$ cat src/rtl/ram_port_arbiter_if.sv
// Bus bundle between the core's fetch/data ports, the arbiter and the shared RAM.
interface ram_port_arbiter_if #(
  parameter int unsigned ADDR_WIDTH = 12
);
  // Instruction-fetch port
  logic                  ibus_req;
  logic [ADDR_WIDTH-1:0] ibus_addr;
  logic                  ibus_gnt;
  logic                  ibus_rvalid;
  logic [31:0]           ibus_rdata;
  // Data port
  logic                  dbus_req;
  logic [3:0]            dbus_we;
  logic [ADDR_WIDTH-1:0] dbus_addr;
  logic [31:0]           dbus_wdata;
  logic                  dbus_gnt;
  logic                  dbus_rvalid;
  logic [31:0]           dbus_rdata;
  // RAM side
  logic [3:0]            ram_we;
  logic [ADDR_WIDTH-1:0] ram_addr;
  logic [31:0]           ram_din;
  logic [31:0]           ram_dout;

  // Core + RAM side of the bundle
  modport master (
    output ibus_req, ibus_addr, dbus_req, dbus_we, dbus_addr, dbus_wdata, ram_dout,
    input  ibus_gnt, ibus_rvalid, ibus_rdata, dbus_gnt, dbus_rvalid, dbus_rdata,
    input  ram_we, ram_addr, ram_din
  );

  // Arbiter side of the bundle
  modport slave (
    input  ibus_req, ibus_addr, dbus_req, dbus_we, dbus_addr, dbus_wdata, ram_dout,
    output ibus_gnt, ibus_rvalid, ibus_rdata, dbus_gnt, dbus_rvalid, dbus_rdata,
    output ram_we, ram_addr, ram_din
  );
endinterface

$ cat src/rtl/ram_port_arbiter.sv
// Shares one single-port read-first RAM between fetch and data buses.
// Data wins by default; a starvation counter forces a fetch grant after
// MAX_STARVE consecutive denied fetch cycles. Read responses return one
// cycle after the grant to whichever port owned the access.
module ram_port_arbiter #(
  parameter int unsigned ADDR_WIDTH = 12,
  parameter int unsigned MAX_STARVE = 3
) (
  input  logic               clk,
  input  logic               rst_n,
  ram_port_arbiter_if.slave  bus
);

  localparam int unsigned CNT_W = (MAX_STARVE == 0) ? 1 : $clog2(MAX_STARVE + 1);

  logic [CNT_W-1:0]      starve_cnt_q, starve_cnt_d;
  logic                  i_pend_q, d_pend_q;
  logic                  force_i_c;
  logic                  ibus_gnt_c, dbus_gnt_c;
  logic [ADDR_WIDTH-1:0] ram_addr_c;
  logic [3:0]            ram_we_c;

  // Per-cycle arbitration, RAM steering and starvation-counter next state
  always_comb begin
    force_i_c    = 1'b0;
    dbus_gnt_c   = 1'b0;
    ibus_gnt_c   = 1'b0;
    ram_addr_c   = bus.ibus_addr;
    ram_we_c     = 4'b0000;
    starve_cnt_d = starve_cnt_q;

    force_i_c  = bus.ibus_req && (starve_cnt_q == CNT_W'(MAX_STARVE));
    dbus_gnt_c = rst_n && bus.dbus_req && !force_i_c;
    ibus_gnt_c = rst_n && bus.ibus_req && !dbus_gnt_c;

    if (dbus_gnt_c) begin
      ram_addr_c = bus.dbus_addr;
      ram_we_c   = bus.dbus_we;
    end

    if (!bus.ibus_req || ibus_gnt_c) begin
      starve_cnt_d = '0;
    end else if (starve_cnt_q != CNT_W'(MAX_STARVE)) begin
      starve_cnt_d = starve_cnt_q + CNT_W'(1);
    end
  end

  // Starvation counter and response-ownership tracking
  always_ff @(posedge clk) begin
    if (!rst_n) begin
      starve_cnt_q <= '0;
      i_pend_q     <= 1'b0;
      d_pend_q     <= 1'b0;
    end else begin
      starve_cnt_q <= starve_cnt_d;
      i_pend_q     <= ibus_gnt_c;
      d_pend_q     <= dbus_gnt_c;
    end
  end

  assign bus.ibus_gnt    = ibus_gnt_c;
  assign bus.dbus_gnt    = dbus_gnt_c;
  assign bus.ibus_rvalid = i_pend_q;
  assign bus.dbus_rvalid = d_pend_q;
  assign bus.ibus_rdata  = bus.ram_dout;
  assign bus.dbus_rdata  = bus.ram_dout;
  assign bus.ram_addr    = ram_addr_c;
  assign bus.ram_we      = ram_we_c;
  assign bus.ram_din     = bus.dbus_wdata;

endmodule
$ cat src/flat_wrapper.sv
// flat-port wrapper written by rule: the top's interface ports become plain ports
module ram_port_arbiter_flat 
#(
  parameter int unsigned ADDR_WIDTH = 12,
  parameter int unsigned MAX_STARVE = 3
)
  (clk, rst_n, bus_ibus_req, bus_ibus_addr, bus_dbus_req, bus_dbus_we, bus_dbus_addr, bus_dbus_wdata, bus_ram_dout, bus_ibus_gnt, bus_ibus_rvalid, bus_ibus_rdata, bus_dbus_gnt, bus_dbus_rvalid, bus_dbus_rdata, bus_ram_we, bus_ram_addr, bus_ram_din);
  ram_port_arbiter_if #(.ADDR_WIDTH(ADDR_WIDTH)) bus_i ();
  input  logic clk;
  input  logic rst_n;
  input wire logic [$bits(bus_i.ibus_req)-1:0] bus_ibus_req;
  input wire logic [$bits(bus_i.ibus_addr)-1:0] bus_ibus_addr;
  input wire logic [$bits(bus_i.dbus_req)-1:0] bus_dbus_req;
  input wire logic [$bits(bus_i.dbus_we)-1:0] bus_dbus_we;
  input wire logic [$bits(bus_i.dbus_addr)-1:0] bus_dbus_addr;
  input wire logic [$bits(bus_i.dbus_wdata)-1:0] bus_dbus_wdata;
  input wire logic [$bits(bus_i.ram_dout)-1:0] bus_ram_dout;
  output wire logic [$bits(bus_i.ibus_gnt)-1:0] bus_ibus_gnt;
  output wire logic [$bits(bus_i.ibus_rvalid)-1:0] bus_ibus_rvalid;
  output wire logic [$bits(bus_i.ibus_rdata)-1:0] bus_ibus_rdata;
  output wire logic [$bits(bus_i.dbus_gnt)-1:0] bus_dbus_gnt;
  output wire logic [$bits(bus_i.dbus_rvalid)-1:0] bus_dbus_rvalid;
  output wire logic [$bits(bus_i.dbus_rdata)-1:0] bus_dbus_rdata;
  output wire logic [$bits(bus_i.ram_we)-1:0] bus_ram_we;
  output wire logic [$bits(bus_i.ram_addr)-1:0] bus_ram_addr;
  output wire logic [$bits(bus_i.ram_din)-1:0] bus_ram_din;
  assign bus_i.ibus_req = bus_ibus_req;
  assign bus_i.ibus_addr = bus_ibus_addr;
  assign bus_i.dbus_req = bus_dbus_req;
  assign bus_i.dbus_we = bus_dbus_we;
  assign bus_i.dbus_addr = bus_dbus_addr;
  assign bus_i.dbus_wdata = bus_dbus_wdata;
  assign bus_i.ram_dout = bus_ram_dout;
  assign bus_ibus_gnt = bus_i.ibus_gnt;
  assign bus_ibus_rvalid = bus_i.ibus_rvalid;
  assign bus_ibus_rdata = bus_i.ibus_rdata;
  assign bus_dbus_gnt = bus_i.dbus_gnt;
  assign bus_dbus_rvalid = bus_i.dbus_rvalid;
  assign bus_dbus_rdata = bus_i.dbus_rdata;
  assign bus_ram_we = bus_i.ram_we;
  assign bus_ram_addr = bus_i.ram_addr;
  assign bus_ram_din = bus_i.ram_din;
  ram_port_arbiter #(.ADDR_WIDTH(ADDR_WIDTH), .MAX_STARVE(MAX_STARVE)) u_core (.clk(clk), .rst_n(rst_n), .bus(bus_i));
endmodule
$ cat config.mk
export PLATFORM = sky130hd
export DESIGN_NAME = ram_port_arbiter_flat
export DESIGN_NICKNAME = d
export VERILOG_FILES = /design/src/rtl/ram_port_arbiter_if.sv /design/src/rtl/ram_port_arbiter.sv /design/src/flat_wrapper.sv
export SDC_FILE = /design/constraint.sdc
export NUM_CORES = 1
export LEC_CHECK = 0
export CAP_MARGIN = 20
export CORE_ASPECT_RATIO = 0.6
export CORE_MARGIN = 2
export CORE_UTILIZATION = 18
export DETAILED_ROUTE_END_ITERATION = 7
export GPL_TIMING_DRIVEN = 0
export PLACE_DENSITY = 0.76
export SLEW_MARGIN = 20
export SYNTH_ARGS = -nofsm -noshare
export SYNTH_HDL_FRONTEND = slang
export SYNTH_SLANG_ARGS = --single-unit
$ cat constraint.sdc
create_clock -name clk -period 1.44 [get_ports clk]
set_clock_uncertainty 0.05 [all_clocks]
set_input_delay 0.288 -clock clk [delete_from_list [all_inputs] [get_ports clk]]
set_output_delay 0.288 -clock clk [all_outputs]
set_load 0.01 [all_outputs]
==> results.json <==
{
  "status": "finished with violations",
  "violations": "setup timing",
  "clk_path_buf_depth": 2,
  "syn_inst": 128,
  "setup-tns-final_ps": -5550,
  "cts.sinks": 4,
  "worst_slack_ps": -386,
  "cts_hold_buffers": 0,
  "syn_nets": 225,
  "cts_tree": "done",
  "timing.final.crit_share_pct": 127,
  "num_vias": 1228,
  "crit_chain": "ha_4, a21oi_4, buf_8, mux2_4, buf_6",
  "utilization_pct": 49.4,
  "critPathRequiredTime_ps": 1100,
  "syn_to_final_growth_pct": 159,
  "mostFrequentLayoutCell": "clkdlybuf4s50_1",
  "synth_seq_cells": 4,
  "worst_slew_pin_slew_ps": 211,
  "clockRootBuffer": "clkbuf_8",
  "final_cell_mix": "clkdlybuf4s50_1, buf_4, buf_6",
  "synth_top_area_share_pct": 66.6,
  "fmax_mhz": 548,
  "yosysWarningCount": 0,
  "busiest_layer": "met2",
  "die-area_um2": 6670,
  "cts_buffers": 3,
  "htree_levels": 1,
  "power_density_nw_per_um2": 420,
  "start_kind": "flop",
  "synth_compound_area_share_pct": 2.89,
  "num_io_pins": 212,
  "cp_max_fo": 7,
  "finalHoldViolCount": 0,
  "synth.avg_cell_area_um2": 8.46,
  "report.final.slew_viol_count": 0,
  "synth_area_um2": 1080,
  "start_util_pct": 19.1,
  "synth_top_cell_by_area": "buf_4",
  "crit_path_end_kind": "output pin",
  "dpl_cell_area_um2": 2670,
  "grt_pass1_wl_mm": 6.20,
  "grt_use_total_pct": 11.5,
  "cpPeakStageDelay_ps": 320,
  "grtUsageMet3_pct": 3.57,
  "rsz0062_at_grt": "yes",
  "power_leakage_nw": 1.31,
  "crit_slowest_cell": "dfxtp_2",
  "ant_nets": 0,
  "antenna_cells": 0,
  "grt_max_degree": 9,
  "grt_pass1_vias": 1195,
  "synthTopCellsByArea": "buf_4, dfxtp_1, mux2_2, mux2_4, and2_2",
  "vias_per_cell": 3.38,
  "die_x_um": 104,
  "yosys.area_share.simple_pct": 5.55,
  "die_y_um": 64.1,
  "dr.pass1.iters": 4,
  "antenna_found_initial": 0,
  "yosys.area_share.xor_xnor_pct": 0,
  "nNetsFinal": 382,
  "drv_cap": 0,
  "synth_fa_ha_area_share_pct": 1.16,
  "clk_latency_ps": 220,
  "num_rows": 21,
  "io_buffers": 147,
  "drtIter0Drc": 14,
  "synth_cell_type_count": 15,
  "grt_use_met1_pct": 12.9,
  "setup-violations-final": 18,
  "fin_area_um2": 2810,
  "critPathBufInv": 2,
  "synth_top_family_by_area": "buffers and inverters",
  "drc": 0,
  "place_hpwl_mm": 3.90,
  "wl_per_cell_um": 11.8,
  "drive_above_1_share_pct": 50.9,
  "path_clk_slew_ps": 30,
  "arrival_ps": 1490,
  "grt_util_met2_pct": 22.0,
  "synth_mux_area_share_pct": 14.2,
  "place_congestion": 0.761,
  "slew_headroom_pct": 85.9,
  "grt_overflow": 0,
  "core_area_um2": 5680,
  "hp-class": "reg2reg",
  "vdd_drop_max_mv": 0.186,
  "path_class": "reg2out",
  "wl_mm": 4.28,
  "ys_seq_area_share_pct": 7.40,
  "layout_min_cycle_time_ps": 1830,
  "crit_family": "flip-flops"
}
cells in the mapped netlist:
master,number
and2_1,1
dfxtp_1,4
inv_1,1
buf_12,1
mux2_2,7
and2_2,4
a21oi_1,3
nand2_2,1
a21oi_4,1
ha_1,1
nor2b_1,1
nand2_1,1
nor3b_1,1
mux2_4,5
buf_4,96
repair_timing:
item | CTS | global route
pin swaps | 6 | 0
setup buffers | 4 | 2
resized for setup | 106 | 1
setup endpoints to repair | 18 | 17
cell families after synthesis:
| group | Yosys count |
|---|---|
| buffers and inverters | 98 |
| muxes | 12 |
| AOI/OAI and AO/OA | 4 |
| and+or+nand+nor | 9 |
| DFF | 4 |
| adders and majority gates | 1 |
layer usage:
metal  routed length [um]  vias up
li1                     -      615
met1                 1570      555
met2                 2410       56
met3                  283        2
met4                   21        0
met5                    0        -
metrics by stage:
stage,hold slack (ps),cells,total power (W),setup slack (ps)
floorplan,331,128,0.000477,-121
global placement,363,355,0.000909,-1080
detailed placement,371,355,0.000918,-1090
CTS,376,361,0.00119,-408
global route,392,363,0.00124,-450
finish,373,363,0.00118,-386
path summary, 6_finish.rpt:
kind / startpoint / end / slack (ps) / depth (start not counted)
max: u_core.starve_cnt_q[0] / bus_ram_addr[7] / -390 / 5
min: u_core.starve_cnt_q[0] / u_core.starve_cnt_q[0] / 370 / 1
min reg2reg: u_core.starve_cnt_q[0] / u_core.starve_cnt_q[0] / 370 / 1
max reg2reg: u_core.starve_cnt_q[0] / u_core.starve_cnt_q[0] / 330 / 4
report_power, final:
group	switching, W	internal, W
Sequential	0.00000211	0.000116
Combinational	0.000240	0.000587
Clock	0.0000545	0.000178
flip-flops by register name (all words and copies together), names as in the netlist:
register / count
u_core.bus.ibus_rvalid: 1
u_core.starve_cnt_q: 2
u_core.bus.dbus_rvalid: 1
cell type report:
cell class / instances / area (um^2)
sequential: 4 / 82.6
tap: 80 / 100
fill: 545 / 2870
multi-input combinational: 26 / 302
timing repair buffer: 152 / 1540
inverter: 1 / 3.75
buffer: 97 / 741
clock buffer: 3 / 41.3
No activity file was read; power rests on OpenSTA's default activity.
